$ cat src/rtl/ga23_sdr_arbiter_if.sv
// Layer-fetch and SDRAM read-channel signals of the GA23 background arbiter.
// The master side is the arbiter; the slave side is the layers plus the SDRAM controller.
interface ga23_sdr_arbiter_if;
   logic        l0_req;
   logic [21:0] l0_addr;
   logic [31:0] l0_data;
   logic        l0_rdy;
   logic        l1_req;
   logic [21:0] l1_addr;
   logic [31:0] l1_data;
   logic        l1_rdy;
   logic        l2_req;
   logic [21:0] l2_addr;
   logic [31:0] l2_data;
   logic        l2_rdy;
   logic        mem_req;
   logic [24:0] mem_addr;
   logic        mem_ack;
   logic [31:0] mem_data;

   modport master (
      input  l0_req, l0_addr, l1_req, l1_addr, l2_req, l2_addr, mem_ack, mem_data,
      output l0_data, l0_rdy, l1_data, l1_rdy, l2_data, l2_rdy, mem_req, mem_addr
   );

   modport slave (
      output l0_req, l0_addr, l1_req, l1_addr, l2_req, l2_addr, mem_ack, mem_data,
      input  l0_data, l0_rdy, l1_data, l1_rdy, l2_data, l2_rdy, mem_req, mem_addr
   );
endinterface

$ cat src/rtl/ga23_sdr_arbiter.sv
// Round-robin arbiter sharing one SDRAM read port among the three GA23 background layers.
// One pending request per layer; the latest address wins; rows return with a one-cycle ready pulse.
module ga23_sdr_arbiter #(
   parameter logic [24:0] BASE_ADDR = 25'h0
) (
   input logic clk,
   input logic reset,
   ga23_sdr_arbiter_if.master bus
);

   typedef enum logic {IDLE, BUSY} state_t;

   state_t            state_q, state_d;
   logic [2:0]        pend_q, pend_d;
   logic [2:0][21:0]  addr_q, addr_d;
   logic [1:0]        cur_q, cur_d;
   logic [1:0]        last_q, last_d;
   logic              mem_req_q, mem_req_d;
   logic [24:0]       mem_addr_q, mem_addr_d;
   logic [2:0][31:0]  data_q, data_d;
   logic [2:0]        rdy_q, rdy_d;

   logic [2:0]        req;
   logic [2:0][21:0]  in_addr;
   logic [2:0]        pend_clr;
   logic [1:0]        grant;
   logic [1:0]        cand;
   logic              found;

   always_comb begin
      req     = {bus.l2_req, bus.l1_req, bus.l0_req};
      in_addr = {bus.l2_addr, bus.l1_addr, bus.l0_addr};

      state_d    = state_q;
      addr_d     = addr_q;
      cur_d      = cur_q;
      last_d     = last_q;
      mem_req_d  = mem_req_q;
      mem_addr_d = mem_addr_q;
      data_d     = data_q;
      rdy_d      = '0;
      pend_clr   = '0;

      for (int unsigned n = 0; n < 3; n++) begin
         if (req[n]) addr_d[n] = in_addr[n];
      end

      // Search begins at the layer after the last one served, wrapping 2 -> 0.
      grant = '0;
      found = 1'b0;
      cand  = last_q;
      for (int unsigned k = 0; k < 3; k++) begin
         cand = (cand == 2'd2) ? 2'd0 : cand + 2'd1;
         if (!found && pend_q[cand]) begin
            grant = cand;
            found = 1'b1;
         end
      end

      case (state_q)
         IDLE: begin
            if (found) begin
               cur_d           = grant;
               pend_clr[grant] = 1'b1;
               mem_addr_d      = BASE_ADDR + {3'b000, addr_q[grant]};
               mem_req_d       = 1'b1;
               state_d         = BUSY;
            end
         end
         BUSY: begin
            if (bus.mem_ack) begin
               data_d[cur_q] = bus.mem_data;
               rdy_d[cur_q]  = 1'b1;
               last_d        = cur_q;
               mem_req_d     = 1'b0;
               state_d       = IDLE;
            end
         end
         default: state_d = IDLE;
      endcase

      // A new request on the grant edge re-arms pend: set has priority over clear.
      pend_d = (pend_q & ~pend_clr) | req;
   end

   always_ff @(posedge clk or posedge reset) begin
      if (reset) begin
         state_q    <= IDLE;
         pend_q     <= '0;
         addr_q     <= '0;
         cur_q      <= '0;
         last_q     <= 2'd2;
         mem_req_q  <= 1'b0;
         mem_addr_q <= '0;
         data_q     <= '0;
         rdy_q      <= '0;
      end else begin
         state_q    <= state_d;
         pend_q     <= pend_d;
         addr_q     <= addr_d;
         cur_q      <= cur_d;
         last_q     <= last_d;
         mem_req_q  <= mem_req_d;
         mem_addr_q <= mem_addr_d;
         data_q     <= data_d;
         rdy_q      <= rdy_d;
      end
   end

   assign bus.mem_req  = mem_req_q;
   assign bus.mem_addr = mem_addr_q;
   assign bus.l0_data  = data_q[0];
   assign bus.l1_data  = data_q[1];
   assign bus.l2_data  = data_q[2];
   assign bus.l0_rdy   = rdy_q[0];
   assign bus.l1_rdy   = rdy_q[1];
   assign bus.l2_rdy   = rdy_q[2];

endmodule

$ cat src/flat_wrapper.sv
// flat-port wrapper written by rule: the top's interface ports become plain ports
module ga23_sdr_arbiter_flat 
#(
   parameter logic [24:0] BASE_ADDR = 25'h0
)
  (clk, reset, bus_l0_req, bus_l0_addr, bus_l1_req, bus_l1_addr, bus_l2_req, bus_l2_addr, bus_mem_ack, bus_mem_data, bus_l0_data, bus_l0_rdy, bus_l1_data, bus_l1_rdy, bus_l2_data, bus_l2_rdy, bus_mem_req, bus_mem_addr);
  ga23_sdr_arbiter_if bus_i ();
  input logic clk;
  input logic reset;
  input wire logic [$bits(bus_i.l0_req)-1:0] bus_l0_req;
  input wire logic [$bits(bus_i.l0_addr)-1:0] bus_l0_addr;
  input wire logic [$bits(bus_i.l1_req)-1:0] bus_l1_req;
  input wire logic [$bits(bus_i.l1_addr)-1:0] bus_l1_addr;
  input wire logic [$bits(bus_i.l2_req)-1:0] bus_l2_req;
  input wire logic [$bits(bus_i.l2_addr)-1:0] bus_l2_addr;
  input wire logic [$bits(bus_i.mem_ack)-1:0] bus_mem_ack;
  input wire logic [$bits(bus_i.mem_data)-1:0] bus_mem_data;
  output wire logic [$bits(bus_i.l0_data)-1:0] bus_l0_data;
  output wire logic [$bits(bus_i.l0_rdy)-1:0] bus_l0_rdy;
  output wire logic [$bits(bus_i.l1_data)-1:0] bus_l1_data;
  output wire logic [$bits(bus_i.l1_rdy)-1:0] bus_l1_rdy;
  output wire logic [$bits(bus_i.l2_data)-1:0] bus_l2_data;
  output wire logic [$bits(bus_i.l2_rdy)-1:0] bus_l2_rdy;
  output wire logic [$bits(bus_i.mem_req)-1:0] bus_mem_req;
  output wire logic [$bits(bus_i.mem_addr)-1:0] bus_mem_addr;
  assign bus_i.l0_req = bus_l0_req;
  assign bus_i.l0_addr = bus_l0_addr;
  assign bus_i.l1_req = bus_l1_req;
  assign bus_i.l1_addr = bus_l1_addr;
  assign bus_i.l2_req = bus_l2_req;
  assign bus_i.l2_addr = bus_l2_addr;
  assign bus_i.mem_ack = bus_mem_ack;
  assign bus_i.mem_data = bus_mem_data;
  assign bus_l0_data = bus_i.l0_data;
  assign bus_l0_rdy = bus_i.l0_rdy;
  assign bus_l1_data = bus_i.l1_data;
  assign bus_l1_rdy = bus_i.l1_rdy;
  assign bus_l2_data = bus_i.l2_data;
  assign bus_l2_rdy = bus_i.l2_rdy;
  assign bus_mem_req = bus_i.mem_req;
  assign bus_mem_addr = bus_i.mem_addr;
  ga23_sdr_arbiter #(.BASE_ADDR(BASE_ADDR)) u_core (.clk(clk), .reset(reset), .bus(bus_i));
endmodule
$ cat config.mk
export PLATFORM = sky130hd
export DESIGN_NAME = ga23_sdr_arbiter_flat
export DESIGN_NICKNAME = d
export VERILOG_FILES = /design/src/rtl/ga23_sdr_arbiter_if.sv /design/src/rtl/ga23_sdr_arbiter.sv /design/src/flat_wrapper.sv
export SDC_FILE = /design/constraint.sdc
export NUM_CORES = 1
export LEC_CHECK = 0
export BUFFER_PORTS_ARGS = -buffer_cell sky130_fd_sc_hd__buf_2
export CAP_MARGIN = 20
export CORE_MARGIN = 8
export CORE_UTILIZATION = 30
export DETAILED_ROUTE_END_ITERATION = 10
export GPL_TIMING_DRIVEN = 0
export PLACE_DENSITY_LB_ADDON = 0.2
export SYNTH_ARGS = -nofsm -noshare
export SYNTH_HDL_FRONTEND = slang
export SYNTH_SLANG_ARGS = --single-unit
$ cat constraint.sdc
create_clock -name clk -period 8.25 [get_ports clk]
set_clock_uncertainty 0.05 [all_clocks]
set_input_delay 1.65 -clock clk [delete_from_list [all_inputs] [get_ports clk]]
set_output_delay 1.65 -clock clk [all_outputs]
set_load 0.01 [all_outputs]
Yosys cells after proc, flatten, opt, wreduce, memory -nomap -nowiden
Index checks and enable logic that the tools add are counted.
{"block": "op_classes", "addsub": 3, "magnitude_cmp": 7, "eq_ne": 5, "mux": 34, "bitwise": 4, "n_reduce_logical": 9}
{"op": "$bwmux W96", "count": 1}
{"op": "$demux W32 S2", "count": 1}
{"op": "$bmux W22 S2", "count": 1}
{"op": "$mux W32", "count": 1}
{"op": "$mux W22", "count": 1}
{"op": "$lt A2 B3 Y1 const B", "count": 5}
{"op": "$mux W1", "count": 12}
{"op": "$mux W2", "count": 6}
{"op": "$mux W3", "count": 4}
{"op": "$add A2 B1 Y2 const B", "count": 3}
{"op": "$bmux W1 S2", "count": 3}
{"op": "$eq A2 B2 Y1 const B", "count": 3}
{"op": "$reduce_and A2 Y1", "count": 3}
{"op": "$demux W1 S2", "count": 2}
{"op": "$ge A2 B1 Y1 const B", "count": 2}
{"op": "$logic_and A1 B1 Y1", "count": 4}
{"op": "$pmux W1 S2", "count": 2}
{"op": "$and A3 B3 Y3", "count": 1}
{"op": "$not A3 Y3", "count": 1}
{"op": "$or A3 B3 Y3", "count": 1}
{"op": "$logic_not A1 Y1", "count": 2}
{"op": "$ne A2 B1 Y1 const B", "count": 1}
{"op": "$ne A2 B2 Y1 const B", "count": 1}
{"op": "$not A1 Y1", "count": 1}
{"block": "word_totals", "register_bits": 196, "in_bits": 104, "out_inout_bits": 125, "word_cells": 75}

Depth between registers and ports, before layout
Gate-level depths: netlist (run 1).
{"block": "depth", "depth_word": 20, "mapped_depth": 6, "depth_no_buf": 4}

Worst setup path after synthesis (run 1)
OpenSTA, ideal clock, no wires.
{"block": "synth_timing", "path_type": "input to register", "start": "input port bus_mem_ack", "end": "register u_core.data_q (netlist bit u_core.bus.l0_data[19])", "setup_time_ps": 125, "arrival_ps": 2515, "required_ps": 8075, "slack_ps": 5560, "path_stages": 4, "path_buffers": 1, "cell_sequence": "nand2_2 nor3_4 buf_2 mux2_2"}
{"block": "synth_between", "elab_chain_len": 1}
{"item": "from (decl)", "line_no": "flat_wrapper.sv:16", "text": "input wire logic [$bits(bus_i.mem_ack)-1:0] bus_mem_ack;"}
{"item": "$reduce_and A2 Y1 (no source line)"}
{"item": "to (signal assigned)", "line_no": "ga23_sdr_arbiter.sv:105", "text": "data_q <= data_d;"}
{"item": "to (decl)", "line_no": "ga23_sdr_arbiter.sv:20", "text": "logic [2:0][31:0] data_q, data_d;"}
No other way between the ends.
A chain may end at the register's enable or synchronous reset.

Worst setup path in the final report (run 1)
{"block": "layout_timing", "start": "input port bus_mem_ack", "end": "register u_core.data_q (netlist bit u_core.bus.l0_data[8])"}
The elaborated chain is that of the path after synthesis.

==> results.ini, run 1 <==
[setup_path]
r2r-start = u_core.state_q
path_depth = 5
worst_setup_path_start_kind = input port
timing.critical_path.slowest_cell_delay_ns = 0.37
endpoint = u_core.bus.l0_data[8]
worstPathRequired_ns = 8.50
end_kind = register
ff2ff_setup_slack_ns = 6.41
cp_top_family = buffers and inverters
timing.setup.critical_path_class = in -> reg
endpoint_of_the_most_critical_register_to_register_path = u_core.bus.l0_data[8]
cp_cell_sequence = buf_2 -> nand2_2 -> nor3_4 -> buf_2 -> mux2_2
critical_path_buf_inv_count = 2
timing.reg2reg.worst_path_depth = 5
worstPathArrival_ns = 2.94
critPathMaxFanout = 10
crit_start = bus_mem_ack
critical-path-slowest-cell = sky130_fd_sc_hd__buf_2
crit_path_frequent_cell = sky130_fd_sc_hd__buf_2

[synth]
netlist_top_cells_count = 195 x sky130_fd_sc_hd__dfrtp_1, 130 x sky130_fd_sc_hd__mux2_2, 121 x sky130_fd_sc_hd__nand2_1
synth_warnings = 0
synthArstFlopShare_pct = 100
synth.most_common_cell = sky130_fd_sc_hd__dfrtp_1
synth.lib_cells_used.distinct = 33
synthDominantCellAreaShare_pct = 62.4
synthesis.instances = 581
yosysTopAreaCell = sky130_fd_sc_hd__dfrtp_1
post_synthesis_instance_area_um2 = 7820
postSynth.topFlopCell = sky130_fd_sc_hd__dfrtp_1
number_of_enable_type_register_cells_in_the_synthesized_netlist = 0
avgSynthCellArea_um2 = 13.5
top_cells_by_area_synth = sky130_fd_sc_hd__dfrtp_1 62%, sky130_fd_sc_hd__mux2_2 19%, sky130_fd_sc_hd__nand2_1 5.8%, sky130_fd_sc_hd__a221oi_2 3.8%, sky130_fd_sc_hd__o21ai_1 2.0%
synth_seq_area_share_pct = 62.7
flop_and_latch_count_out_of_synthesis = 196

[floorplanning]
fp.dieW_um = 177
row_count = 59
initial_utilization_pct = 30.3
top_level_ports = 229
floorplan.core_area_um2 = 25800
die-area_um2 = 31500
die_ht_um = 177

[drt]
route.detailed.drc = 0
post_drt_via_cell_ratio = 4.54
wirelength_um = 21500
route.vias.total = 5339
drt_first_pass_iters = 7
detailedRoute.firstIterationViolations = 257
antenna_violating_nets_post_route = 0
route.detailed.wl_per_inst_um = 18.3

[finish]
antenna-diode-count = 0
layout-area-overhead-vs-synth_pct = 27.8
layout-drive-gt1-share_pct = 52.3
finish.cell_count_without_fillers = 1176
fill_cells = 2567
nets = 933

[timing]
period_needed_ns = 2.69
number_of_failing_hold_endpoints_at_the_final_stage = 0
achievable-frequency_ghz = 0.371
fin_crit_sh_pct = 32.6
rsz0062_at_grt = false
worst_slew_margin_rel_pct = 50.8
worst_pin_slew_ns = 0.738
drv_slew = 0
setup_viol = 0
final.setup.tns_ns = 0

[clock_tree]
max-clock-path-buffers = 2
cts-hold-fix-buffers = 0
clkLatencyLatePin_ns = 0.43
ctsResizeCount = 0
cts-buffers-inserted = 17
cts_setup_buffers = 0
cts_root_buf = sky130_fd_sc_hd__clkbuf_16
cts_tree = done
h_tree_levels = 4
clk_pin_slew_ns = 0.07
clkSinkCount = 196

[placed_design]
dp.final_hpwl_um = 15800
post_placement_cell_count = 1145
routabilityCongestion = 0.717
port_buffers = 225

[grt]
grt-ovfl-total = 0
grt_pass1_vias = 5720
grt_antenna_before_repair = 2
grt_first_pass_wirelength_um = 33800
grt_max_degree = 95
grt_util_all_layers_pct = 13.8

[status]
outcome = completed

[power]
leakage_power_summed_over_all_cells_nw = 4.76
design_power_total_mw = 3.60
max-vdd-ir-drop_mv = 0.128
cellPowerDensity_nw_per_um2 = 361

[min_path]
hold_path_class = reg -> reg

[run]
cap_viol_max_count = 0

-- report_power, final --
part / switching, mW / internal, mW / total [mW]
sequential: 0.185 / 1.30 / 1.48
clock: 0.395 / 0.405 / 0.800
combinational: 0.716 / 0.606 / 1.32
total: 1.30 / 2.31 / 3.60
-- cells by family after synthesis --
| group | count (synthesis) | share of synthesized area (%) |
|---|---|---|
| mux | 133 | 19.1 |
| simple gates | 137 | 7.20 |
| compound gates | 76 | 8.00 |
| buf+inv | 38 | 2.91 |
| flops | 196 | 62.7 |
| other cells | 1 | 0.0479 |
-- per-layer routing --
metal	wire length [um]	GRT usage, %
met4	188	3.33
met3	1720	4.11
met5	31	0
met2	9870	21.7
met1	9660	18.5
-- worst min path at each step --
stage / from / endpoint / cells past startpoint
floorplan: u_core.addr_q[63] / u_core.addr_q[63] / 1
global placement: u_core.bus.l2_data[23] / u_core.bus.l2_data[23] / 2
detailed placement: u_core.bus.l2_data[13] / u_core.bus.l2_data[13] / 2
CTS: u_core.bus.l2_data[13] / u_core.bus.l2_data[13] / 2
global route: u_core.bus.l2_data[13] / u_core.bus.l2_data[13] / 2
finish: u_core.bus.l2_data[13] / u_core.bus.l2_data[13] / 2
-- tightest hold or removal path, delay by kind of cell, from the launching register on --
family	cells	cell delay, ns
flops	1	0.34
simple gates	2	0.10
-- through the flow --
step	utilization (%)	setup WS [ns]	hold slack (ns)	cell area, um^2
after global placement	36.3	-1.56	0.403	9380
after floorplan	-	1.21	0.425	7830
final	38.7	5.56	0.419	9990
after CTS	38.7	5.46	0.426	9990
after detailed placement	36.5	5.00	0.407	9440
after global routing	38.7	5.44	0.437	9990
-- area by class of cell --
cell class	instances	area (um^2)	area share, %
Tap cell	335	419	4.19
Clock inverter	13	118	1.18
Timing Repair Buffer	227	1180	11.8
Sequential cell	196	4910	49.1
Multi-Input combinational cell	349	2700	27.0
Clock buffer	18	439	4.39
Buffer	35	216	2.17
Inverter	3	18.8	0.188
-- layout by cell type (no fill, tap or decap), types with 2 or more instances in the layout --
cell,n
sky130_fd_sc_hd__a221oi_1,2
sky130_fd_sc_hd__a221oi_2,20
sky130_fd_sc_hd__buf_16,2
sky130_fd_sc_hd__buf_2,236
sky130_fd_sc_hd__buf_4,7
sky130_fd_sc_hd__buf_6,6
sky130_fd_sc_hd__clkbuf_1,10
sky130_fd_sc_hd__clkbuf_16,17
sky130_fd_sc_hd__clkinv_4,3
sky130_fd_sc_hd__clkinvlp_4,2
sky130_fd_sc_hd__conb_1,3
sky130_fd_sc_hd__dfrtp_1,195
sky130_fd_sc_hd__inv_1,2
sky130_fd_sc_hd__inv_6,3
sky130_fd_sc_hd__inv_8,5
sky130_fd_sc_hd__mux2_1,2
sky130_fd_sc_hd__mux2_2,130
sky130_fd_sc_hd__nand2_1,121
sky130_fd_sc_hd__nand2b_1,3
sky130_fd_sc_hd__nor2_1,4
sky130_fd_sc_hd__o21ai_0,18
sky130_fd_sc_hd__o21ai_1,31
-- registers in the layout, indices dropped and copies added (netlist names) --
signal,flops
u_core.bus.mem_addr,22
u_core.last_q,2
u_core.cur_q,2
u_core.bus.l2_data,32
u_core.bus.mem_req,1
u_core.pend_q,3
u_core.addr_q,66
u_core.state_q,1
u_core.bus.l0_data,32
u_core.bus.l1_data,32
u_core.rdy_q,3
Power figures use the tool's default switching activity.
==> inputs of run 2 (changes only) <==
--- a/config.mk
+++ b/config.mk
@@ -5,6 +5,7 @@
 export SDC_FILE = /design/constraint.sdc
 export NUM_CORES = 1
 export LEC_CHECK = 0
+export ABC_AREA = 1
 export BUFFER_PORTS_ARGS = -buffer_cell sky130_fd_sc_hd__buf_2
 export CAP_MARGIN = 20
 export CORE_MARGIN = 8
==> constraint.sdc (replaced) <==
create_clock -name clk -period 2.5 [get_ports clk]
set_clock_uncertainty 0.05 [all_clocks]
set_input_delay 0.5 -clock clk [delete_from_list [all_inputs] [get_ports clk]]
set_output_delay 0.5 -clock clk [all_outputs]
set_load 0.01 [all_outputs]
==> run 2 against run 1 <==
Against the previous run: routed wire length increased by 7.8%; cell count increased by 25%; flip-flop and latch count unchanged; final area increased by 3.2%; utilization about the same; via count increased by 20%; power increased to 3.6 times the previous value.
==> results.ini, run 2 <==
[synth]
synthDominantCellAreaShare_pct = 60.7  ; was 62.4%
synth.lib_cells_used.distinct = 31  ; was 33
avgSynthCellArea_um2 = 9.24  ; was 13.5 um^2
yosysTopAreaCell = sky130_fd_sc_hd__dfrtp_1  ; unchanged
postSynth.topFlopCell = sky130_fd_sc_hd__dfrtp_1  ; unchanged
post_synthesis_instance_area_um2 = 8040  ; was 7820 um^2
synth_warnings = 0  ; unchanged
flop_and_latch_count_out_of_synthesis = 196  ; unchanged
top_cells_by_area_synth = sky130_fd_sc_hd__dfrtp_1 61%, sky130_fd_sc_hd__nand2_1 12%, sky130_fd_sc_hd__o21ai_0 9.0%, sky130_fd_sc_hd__inv_1 4.2%, sky130_fd_sc_hd__nand3_1 2.7%  ; was sky130_fd_sc_hd__dfrtp_1 62%, sky130_fd_sc_hd__mux2_2 19%, sky130_fd_sc_hd__nand2_1 5.8%, sky130_fd_sc_hd__a221oi_2 3.8%, sky130_fd_sc_hd__o21ai_1 2.0%
netlist_top_cells_count = 247 x sky130_fd_sc_hd__nand2_1, 195 x sky130_fd_sc_hd__dfrtp_1, 144 x sky130_fd_sc_hd__o21ai_0  ; was 195 x sky130_fd_sc_hd__dfrtp_1, 130 x sky130_fd_sc_hd__mux2_2, 121 x sky130_fd_sc_hd__nand2_1
synth.most_common_cell = sky130_fd_sc_hd__nand2_1  ; was sky130_fd_sc_hd__dfrtp_1
number_of_enable_type_register_cells_in_the_synthesized_netlist = 0  ; unchanged
synthesis.instances = 870  ; was 581
synthArstFlopShare_pct = 100  ; unchanged
synth_seq_area_share_pct = 61.0  ; was 62.7%

[timing]
number_of_failing_hold_endpoints_at_the_final_stage = 0  ; unchanged
setup_viol = 0  ; unchanged
achievable-frequency_ghz = 0.486
drv_slew = 0  ; unchanged
worst_slew_margin_rel_pct = 59.3  ; was 50.8%
finalHoldWorstSlack_ns = 0.0544  ; was 0.419 ns
fin_crit_sh_pct = 82.4
period_needed_ns = 2.06
rsz0062_at_grt = false  ; unchanged
worst_pin_slew_ns = 0.611  ; was 0.738 ns

[power]
design_power_total_mw = 12.9  ; was 3.60 mW
max-vdd-ir-drop_mv = 0.460  ; was 0.128 mV
cellPowerDensity_nw_per_um2 = 1250  ; was 361 nW/um^2
leakage_power_summed_over_all_cells_nw = 5.44  ; was 4.76 nW

[grt]
grt_first_pass_wirelength_um = 37900  ; was 33800 um
grt_antenna_before_repair = 0  ; was 2
grt_util_all_layers_pct = 14.6  ; was 13.8%
grt_pass1_vias = 6779  ; was 5720
grt-ovfl-total = 0  ; unchanged
grt_max_degree = 41  ; was 95

[finish]
nets = 1224  ; was 933
fill_cells = 2759  ; was 2567
antenna-diode-count = 0  ; unchanged
fin_util_pct = 38.7  ; about the same
layout-drive-gt1-share_pct = 28.3  ; was 52.3%
layout-area-overhead-vs-synth_pct = 28.2  ; was 27.8%
sequential_cell_area_um2 = 4910  ; unchanged
most_frequent_standard_cell_in_the_layout_excluding_fill_and_tap_cells = sky130_fd_sc_hd__nand2_1  ; was sky130_fd_sc_hd__buf_2
commonest_non_fill_non_tap_cells_in_the_layout = 247 x sky130_fd_sc_hd__nand2_1, 225 x sky130_fd_sc_hd__buf_2, 195 x sky130_fd_sc_hd__dfrtp_1, 144 x sky130_fd_sc_hd__o21ai_0, 88 x sky130_fd_sc_hd__inv_1  ; was 236 x sky130_fd_sc_hd__buf_2, 195 x sky130_fd_sc_hd__dfrtp_1, 130 x sky130_fd_sc_hd__mux2_2, 121 x sky130_fd_sc_hd__nand2_1, 31 x sky130_fd_sc_hd__o21ai_1
flip_flop_count_of_the_largest_register_after_layout = 66  ; unchanged
total_area_of_multi_input_combinational_cells_um2 = 2490  ; was 2700 um^2
largest-register = u_core.addr_q  ; unchanged

[clock_tree]
cts-hold-fix-buffers = 0  ; unchanged
cts_setup_buffers = 0  ; unchanged
max-clock-path-buffers = 2  ; unchanged
clk_pin_slew_ns = 0.08  ; was 0.07 ns
cts_tree = done  ; unchanged
clkSinkCount = 196  ; unchanged
ctsResizeCount = 0  ; unchanged
cts-buffers-inserted = 17  ; unchanged
h_tree_levels = 4  ; unchanged
clkLatencyLatePin_ns = 0.43  ; about the same
cts_root_buf = sky130_fd_sc_hd__clkbuf_16  ; unchanged

[setup_path]
endpoint_of_the_most_critical_register_to_register_path = u_core.bus.l0_data[26]  ; was u_core.bus.l0_data[8]
worstPathRequired_ns = 2.78  ; was 8.50 ns
critical-path-slowest-cell = sky130_fd_sc_hd__clkbuf_1  ; was sky130_fd_sc_hd__buf_2
r2r-start = u_core.state_q  ; unchanged
timing.setup.critical_path_class = reg -> reg  ; was in -> reg
timing.reg2reg.worst_path_depth = 7  ; was 5
worstPathArrival_ns = 2.34  ; was 2.94 ns
ff2ff_setup_slack_ns = 0.44  ; was 6.41 ns
crit_path_frequent_cell = sky130_fd_sc_hd__nand2_1  ; was sky130_fd_sc_hd__buf_2
timing.critical_path.slowest_cell_delay_ns = 0.53  ; was 0.37 ns
cp_cell_sequence = nand2_1 -> nor2_1 -> nand2_1 -> clkbuf_1 -> clkbuf_1 -> nand2_1 -> o21ai_0  ; was buf_2 -> nand2_2 -> nor3_4 -> buf_2 -> mux2_2
critPathMaxFanout = 10  ; unchanged
worst_setup_path_start_kind = register  ; was input port
end_kind = register  ; unchanged

[drt]
post_drt_via_cell_ratio = 4.34  ; was 4.54
antenna_violating_nets_post_route = 0  ; unchanged
route.detailed.drc = 0  ; unchanged
wirelength_um = 23200  ; was 21500 um
route.vias.total = 6394  ; was 5339
detailedRoute.firstIterationViolations = 390  ; was 257
drt_first_pass_iters = 4  ; was 7
route.detailed.wl_per_inst_um = 15.7  ; was 18.3 um

[floorplanning]
die_ht_um = 180  ; was 177 um
initial_utilization_pct = 30.2  ; was 30.3%
fp.dieW_um = 180  ; was 177 um
top_level_ports = 229  ; unchanged
row_count = 60  ; was 59
die-area_um2 = 32300  ; was 31500 um^2
floorplan.core_area_um2 = 26700  ; was 25800 um^2

[min_path]
hold_path_class = in -> async  ; was reg -> reg

[placed_design]
port_buffers = 223  ; was 225
dp.final_hpwl_um = 17800  ; was 15800 um
routabilityCongestion = 0.767  ; was 0.717

[run]
cap_viol_max_count = 0  ; unchanged

[status]
outcome = completed  ; unchanged

## run 2: final cells by class
| cell class | instances | area share [%] |
|---|---|---|
| flip-flops and latches | 196 | 47.6 |
| multi-input cells | 530 | 24.2 |
| repair buffers | 229 | 12.1 |
| well taps | 341 | 4.14 |
| clock buffers | 17 | 4.13 |
| inverters | 94 | 3.48 |
| plain buffers | 52 | 2.86 |
| clock inverters | 14 | 1.58 |
## run 2: critical path: cells and delay by family (launching register included)
family,cells,cell delay (ns)
flops,1,0.41
simple gates,4,0.46
compound gates,1,0.11
buf+inv,2,0.93
## run 2: cells by family after synthesis
family	synth area share, %
other	0.0466
buffers and inverters	8.09
AND/OR/NAND/NOR	17.7
flip-flops	61.0
AO/OA/AOI/OAI	13.1
## run 2: power breakdown
group	internal [mW]	switching [mW]	leakage [nW]
sequential	4.25	0.614	2.40
combinational	2.04	3.24	2.76
clock	1.43	1.33	0.286
## run 2: metal layers
metal | vias up | global-route usage, % | part of all wire [%]
met3 | 8 | 3.43 | 4.6
met1 | 2956 | 19.6 | 49
met2 | 182 | 23.7 | 46
met4 | 0 | 3.00 | 0.65
li1 | 3248 | - | -
met5 | - | 0 | 0
## run 2: per-stage QoR
step                      setup TNS, ns  worst slack, ns  cell area, um^2  std cells
after floorplan                 -113.41           -0.582             8050        872
after global placement          -382.80            -1.98             9590       1436
after detailed placement              0            0.203             9720       1442
after CTS                             0            0.378            10300       1473
after global routing                  0            0.187            10300       1473
final                                 0            0.441            10300       1473
## run 2: worst max-delay path by stage
stage                               from                endpoint  slack (ns)  cells past startpoint
after global routing      u_core.state_q  u_core.bus.l0_data[25]        0.19                      7
after floorplan                    reset        u_core.addr_q[0]       -0.58                      1
after CTS                 u_core.state_q  u_core.bus.l0_data[26]        0.38                      7
after detailed placement     bus_mem_ack  u_core.bus.l0_data[30]        0.20                      7
after global placement             reset  u_core.bus.l0_data[26]       -1.98                      2
final                     u_core.state_q  u_core.bus.l0_data[26]        0.44                      7
